[src/rtl/store_buffer.sv]
// Store buffer: circular FIFO of pending stores draining one entry per cycle to data memory.
// Optional load forwarding from buffered stores when STORE_BUFFER_FWD_EN is defined.
module store_buffer #(
  parameter int DEPTH = 4,
  parameter int AW    = 10
) (
  input  logic                     clk,
  input  logic                     clr,
  input  logic                     st_valid,
  output logic                     st_ready,
  input  logic [AW-1:0]            st_addr,
  input  logic [31:0]              st_data,
  input  logic [31:0]              st_pc,
  input  logic                     ld_valid,
  input  logic [AW-1:0]            ld_addr,
  output logic                     ld_hit,
  output logic [31:0]              ld_data,
  output logic                     ld_stall,
  output logic                     dm_memw,
  output logic [AW-1:0]            dm_add,
  output logic [31:0]              dm_wdata,
  output logic [31:0]              dm_pc,
  input  logic                     flush_req,
  output logic                     flush_done,
  output logic                     empty,
  output logic [$clog2(DEPTH):0]   count,
  output logic                     dbg_state_o
);

  localparam int PW = $clog2(DEPTH);
  localparam logic [PW:0] CNT_FULL = (PW+1)'(DEPTH);

  typedef enum logic {RUN = 1'b0, FLUSH = 1'b1} state_t;

  state_t          state_q, state_d;
  logic [PW-1:0]   head_q, head_d, tail_q, tail_d;
  logic [PW:0]     count_q, count_d;
  logic            flush_done_q, flush_done_d;

  logic [AW-1:0]   addr_q [DEPTH];
  logic [31:0]     data_q [DEPTH];
  logic [31:0]     pc_q   [DEPTH];

  logic            push, pop;

  // Handshake: a store transfers on a rising edge when st_valid && st_ready;
  // st_ready never depends on st_valid, and the memory side accepts every cycle dm_memw is high.
  assign st_ready    = (count_q < CNT_FULL) && (state_q == RUN);
  assign push        = st_valid && st_ready;
  assign empty       = (count_q == '0);
  assign dm_memw     = !empty;
  assign pop         = dm_memw;
  assign count       = count_q;
  assign flush_done  = flush_done_q;
  assign dbg_state_o = (state_q == FLUSH);

  assign dm_add   = empty ? '0 : addr_q[head_q];
  assign dm_wdata = empty ? '0 : data_q[head_q];
  assign dm_pc    = empty ? '0 : pc_q[head_q];

  always_comb begin
    head_d       = head_q;
    tail_d       = tail_q;
    count_d      = count_q;
    state_d      = state_q;
    flush_done_d = 1'b0;
    if (push) tail_d = tail_q + 1'b1;
    if (pop)  head_d = head_q + 1'b1;
    if (push && !pop)      count_d = count_q + 1'b1;
    else if (!push && pop) count_d = count_q - 1'b1;
    case (state_q)
      RUN: begin
        if (flush_req) state_d = FLUSH;
      end
      FLUSH: begin
        // Leaves on the edge that drains the last entry, or next edge if already empty.
        if (count_d == '0) begin
          state_d      = RUN;
          flush_done_d = 1'b1;
        end
      end
      default: state_d = RUN;
    endcase
  end

  always_ff @(posedge clk or negedge clr) begin
    if (!clr) begin
      state_q      <= RUN;
      head_q       <= '0;
      tail_q       <= '0;
      count_q      <= '0;
      flush_done_q <= 1'b0;
    end else begin
      state_q      <= state_d;
      head_q       <= head_d;
      tail_q       <= tail_d;
      count_q      <= count_d;
      flush_done_q <= flush_done_d;
    end
  end

  // Payload is only meaningful under the occupancy count, so it needs no reset.
  always_ff @(posedge clk) begin
    if (push) begin
      addr_q[tail_q] <= st_addr;
      data_q[tail_q] <= st_data;
      pc_q[tail_q]   <= st_pc;
    end
  end

`ifdef STORE_BUFFER_FWD_EN
  logic [PW-1:0] fwd_idx;
  always_comb begin
    ld_hit  = 1'b0;
    ld_data = '0;
    fwd_idx = '0;
    // Walk oldest to youngest so the youngest matching store wins.
    for (int k = 0; k < DEPTH; k++) begin
      fwd_idx = head_q + PW'(k);
      if (ld_valid && ((PW+1)'(k) < count_q) && (addr_q[fwd_idx] == ld_addr)) begin
        ld_hit  = 1'b1;
        ld_data = data_q[fwd_idx];
      end
    end
  end
  assign ld_stall = 1'b0;
`else
  logic unused_ld_addr;
  assign unused_ld_addr = ^ld_addr;
  assign ld_hit   = 1'b0;
  assign ld_data  = '0;
  assign ld_stall = ld_valid && !empty;
`endif

endmodule

[config.mk]
export PLATFORM = sky130hd
export DESIGN_NAME = store_buffer
export DESIGN_NICKNAME = d
export VERILOG_FILES = /design/src/rtl/store_buffer.sv
export SDC_FILE = /design/constraint.sdc
export NUM_CORES = 1
export LEC_CHECK = 0
export CORE_MARGIN = 5
export CORE_UTILIZATION = 53
export CTS_CLUSTER_SIZE = 10
export DETAILED_ROUTE_END_ITERATION = 8
export GPL_ROUTABILITY_DRIVEN = 1
export PLACE_DENSITY = 0.8
export SKIP_CTS_REPAIR_TIMING = 1
export SYNTH_ARGS = -nofsm -noshare
export SYNTH_HDL_FRONTEND = slang
export SYNTH_SLANG_ARGS = --single-unit
[constraint.sdc]
create_clock -name clk -period 3.35 [get_ports clk]
set_input_delay 0.67 -clock clk [delete_from_list [all_inputs] [get_ports clk]]
set_output_delay 0.67 -clock clk [all_outputs]
set_load 0.1 [all_outputs]
# After elaboration in Yosys (flattened, before gate mapping)
# Memories as Yosys holds them, arrays and structs flattened.
# Index checks and enable logic that the tools add are counted.
# Widths: inputs -> output; s select.
[totals] output_inout_bits=116 regBits=9 word_cells=35 mem_count=3 ramBits=296
[mem_list] name="data_q" words=4 word_bits=32 read_ports=1 rd_clocked_by_memory_dff=0 write_ports=1 line_no="41" text="logic [31:0] data_q [DEPTH];"
[mem_list] name="pc_q" words=4 word_bits=32 read_ports=1 rd_clocked_by_memory_dff=0 write_ports=1 line_no="42" text="logic [31:0] pc_q [DEPTH];"
[mem_list] name="addr_q" words=4 word_bits=10 read_ports=1 rd_clocked_by_memory_dff=0 write_ports=1 line_no="40" text="logic [AW-1:0] addr_q [DEPTH];"
[op_classes] n_addsub=4 n_mux=12 n_reduce_logical=9 order_cmp=1 bitwise_logic=1
[op_table] cell="$mux 32" n=2
[op_table] cell="$mux 10" n=1
[op_table] cell="$logic_not 3->1" n=2
[op_table] cell="$mux 1" n=6
[op_table] cell="$mux 3" n=2
[op_table] cell="$logic_and 1x1->1" n=5
[op_table] cell="$add 2x1->2 const B" n=2
[op_table] cell="$add 3x1->3 const B" n=1
[op_table] cell="$lt 3x3->1 const B" n=1
[op_table] cell="$sub 3x1->3 const B" n=1
[op_table] cell="$logic_not 1->1" n=2
[op_table] cell="$pmux 1 s2" n=1
[op_table] cell="$not 1->1" n=1

# Longest topological paths before layout
[depth] ltp_word=10 ltp_mapped=7 depth_no_buf=7

# Worst setup path after synthesis
# No wires, ideal clock.
[synth_path] kind="reg-to-reg" start="reg count_q[2], in the netlist count[2]" end="mem addr_q[0][0] (enable)" n_path_buf=0 path_slack_ns=-1.349 path_stages_with_launch=3 t_arrival_ns=4.259 cell_sequence="dfrtp_1 -> nor2_1 -> and3_1"
[synth_via] elab_chain_len=5
[synth_rtl] element="from (decl)" line_no="37" text="logic [PW:0] count_q, count_d;"
[synth_rtl] element="from (signal assigned)" line_no="97" text="count_q <= count_d;"
[synth_rtl] element="$lt 3x3->1" line_no="48" text="assign st_ready = (count_q < CNT_FULL) && (state_q == RUN);"
[synth_rtl] element="$logic_and 1x1->1" line_no="48"
[synth_rtl] element="net st_ready" line_no="10" text="output logic st_ready,"
[synth_rtl] element="$logic_and 1x1->1" line_no="49" text="assign push = st_valid && st_ready;"
[synth_rtl] element="$mux 1" line_no="104" text="if (push) begin"
[synth_rtl] element="$mux 1 (implied by the code)" line_no="105" text="addr_q[tail_q] <= st_addr;"
[synth_rtl] element="to (decl)" line_no="40"
# The timed path passes the listed nets, and every way through them passes these cells.

# Worst setup path in the final report
[layout_path] start="reg head_q[0]" end="out dm_wdata[5]"
[layout_via] elab_chain_len=2
[layout_rtl] element="from (decl)" line_no="36" text="logic [PW-1:0] head_q, head_d, tail_q, tail_d;"
[layout_rtl] element="from (signal assigned)" line_no="89" text="head_q <= '0;"
[layout_rtl] element="from (signal assigned)" line_no="95" text="head_q <= head_d;"
[layout_rtl] element="$mem_v2 4x32"
[layout_rtl] element="$mux 32" line_no="58" text="assign dm_wdata = empty ? '0 : data_q[head_q];"
[layout_rtl] element="to (decl)" line_no="21" text="output logic [31:0] dm_wdata,"
# Every way passes these cells.

==> key figures <==
Run status
  • Outcome: finished, final reports clean

Synth
  • Ys async rst share: about 3.0%
  • Count of unique library cells instantiated by Yosys: 30
  • Synth Area per Inst: 21.6 um^2
  • Synth Register Bits: 305
  • Top-count cell post-synth: edfxtp_1
  • Synth warn: 0
  • Synth cell count leaders: edfxtp_1 (296), and2_1 (77), mux4_2 (74)
  • Mapped Cells: 556
  • Seq/Total Area, Yosys: 75.8%
  • Synth Cell Area: between 10000 and 15000 um^2
  • Post-synth top area share: 73.9%
  • EDFF count, synth: a little under 300
  • Synth Flop Type: edfxtp_1
  • Dominant cell type by area after synthesis: edfxtp_1
  • Top area cells in the synthesized netlist: edfxtp_1 (74%), mux4_2 (14%), and2_1 (4.0%)

Floorplan
  • Chip width: ~160 um
  • Die area: 25800 um^2
  • Initial Util: a little over half
  • Boundary pin count: 205
  • Die Ht: ~160 um
  • Row count: 55
  • Placeable Area: 22500 um^2

Drt
  • DRC Markers: 0
  • Routed Antenna Nets: 0
  • Final WL: 24600 um
  • DR pass1 iterations: 5
  • Via density: 5.56
  • Drt wl/cell: roughly 24 um
  • Routed via count: slightly below 6000
  • 1st-iter DRT viols: 365

Global routing
  • First-pass GRT wire length: approximately 38000 um
  • GRT overflow: 0
  • Tot GR Track Use: about a fifth
  • Initial antenna violation count: 1
  • Largest net degree at the start of global routing: 76
  • Vias in the first global route: 6394

Placement
  • DP Area: 14700 um^2
  • GPL Wtd Cong: around 0.75
  • IO buf count: 161
  • DP Wirelength: approximately 15000 um

Clocking
  • CTS sink count: 305
  • CTS root buf: clkbuf_16
  • Clk Latency, worst-skew pair: approximately 0.5 ns
  • TritonCTS clock tree: done
  • CTS Buf Count: 36
  • CTS clk-pin slew, worst paths: 0.06 ns
  • Longest Clk Path Bufs: 3
  • Max H-tree Level: 2

Setup path
  • FF-to-FF Start: count[1]
  • Crit Path Max Fanout: 21
  • CP endpoint kind: output port
  • Critical Path AT: 2.43 ns
  • Most used cell, CP: buf_12
  • Critical Path Sink: dm_wdata[5]
  • FF-to-FF setup slack: around 1.1 ns
  • Setup Crit Path Kind: register to output port
  • Req. time, crit path: 2.68 ns
  • Crit-path slowest cell: dfrtp_4
  • Origin of the worst setup path: head_q[0]
  • Worst-path cell chain: buf_12 -> mux4_2 -> and2_1 -> buf_12
  • Worst path max stage delay: 0.70 ns
  • Reg-to-reg endpoint: dbg_state_o
  • Reg2reg path depth: 8
  • Critical path launch point type: register

Final layout
  • Layout area overhead: 30.7%
  • Antenna cell count: 0
  • Share of layout cells above drive strength 1: between 30% and 40%
  • Fillers: 1309
  • Fin nets: 842
  • Fin area: 15700 um^2

STA
  • Final Hold Viols: 0
  • Least-Margin Pin Slew: 0.519 ns
  • Endpoints failing setup: 0
  • Final period util: 92.4%
  • Rel. slew slack: 65.4%
  • Count of pins over their slew limit: 0
  • Total negative slack: 0 ns
  • Fmax: approximately 320 MHz
  • Period minus WS final: 3.10 ns
  • Clk_skew: between 0.01 and 0.015 ns
  • RSZ-0062 raised after global routing: false

Min path
  • Hold Crit Class: input port to async pin

Run
  • Max cap viols: 0
[worst max-delay path, delay by kind of cell (launching register included)]
kind,cells,cell delay (ns)
simple gates,1,0.22
flops,1,0.70
mux,1,0.53
buf+inv,2,0.45
[cell families after synthesis]
| group | Yosys count | synth area share, % |
|---|---|---|
| xor gates and xnor gates | 4 | 0.291 |
| AOI/OAI and AO/OA | 7 | 0.479 |
| other | 1 | 0.0312 |
| DFF | 305 | 75.8 |
| buffers and inverters | 64 | 3.92 |
| and+or+nand+nor | 93 | 4.83 |
| adders and majority gates | 8 | 0.811 |
| muxes | 74 | 13.9 |
[per-layer routing]
| layer | track usage, % | up-vias | routed length [um] |
|---|---|---|---|
| met5 | 0 | - | 13 |
| met4 | 4.30 | 2 | 380 |
| met3 | 6.08 | 36 | 2240 |
| met2 | 32.9 | 263 | 12900 |
| met1 | 24.7 | 2959 | 9090 |
| li1 | - | 2530 | - |
[cell type report]
| cell class | count | area [um^2] | area share (%) |
|---|---|---|---|
| multi-input cells | 219 | 2640 | 16.8 |
| clock buffers | 45 | 956 | 6.08 |
| well taps | 285 | 357 | 2.27 |
| repair buffers | 178 | 2610 | 16.6 |
| flip-flops and latches | 305 | 9120 | 58.0 |
| clock inverters | 3 | 21.3 | 0.135 |
| inverters | 6 | 22.5 | 0.143 |
[worst min path at each step]
| stage | to | slack (ns) | start | cells past startpoint |
|---|---|---|---|---|
| after global placement | dbg_state_o | 0.60 | dbg_state_o | 1 |
| after floorplan | count[0] | 0.37 | clr | 0 |
| after detailed placement | tail_q[0] | 0.64 | tail_q[0] | 2 |
| after CTS | tail_q[0] | 0.47 | clr | 1 |
| after global routing | tail_q[0] | 0.50 | clr | 1 |
| final | dbg_state_o | 0.48 | clr | 1 |
[placed cells by master, fill, tap and decap left out, types with 2 or more instances in the layout]
master	netlist	layout
buf_12	5	86
nand2_1	2	2
inv_6	0	2
o21ai_0	2	2
dfrtp_4	0	2
conb_1	1	33
edfxtp_1	296	296
ha_1	7	7
and3_4	0	4
xnor2_1	4	4
mux4_2	74	74
and2_1	77	38
and2_2	0	39
clkdlybuf4s50_1	0	78
nand2b_1	3	3
clkbuf_1	10	8
buf_4	36	14
inv_1	5	5
clkbuf_16	0	37
dfrtp_1	9	7
[metrics by stage]
stage          util [%]  cells  hold slack (ns)  worst slack [ns]
3_3_place_gp       65.5    993            0.597             0.718
5_1_grt            69.9   1041            0.495            0.0928
6_report           69.9   1041            0.482             0.253
2_1_floorplan         -    588            0.374           0.00579
4_1_cts            69.8   1041            0.472             0.143
3_5_place_dp       65.5    993            0.638             0.673
[state kept, by name, summed over array words and instances (netlist names)]
| signal | count |
|---|---|
| data_q | 128 |
| count | 3 |
| flush_done | 1 |
| tail_q | 2 |
| addr_q | 40 |
| dbg_state_o | 1 |
| head_q | 2 |
| pc_q | 128 |
Power is not shown: default switching activity piles up to over one toggle a cycle in this logic, so the estimate is an artifact.
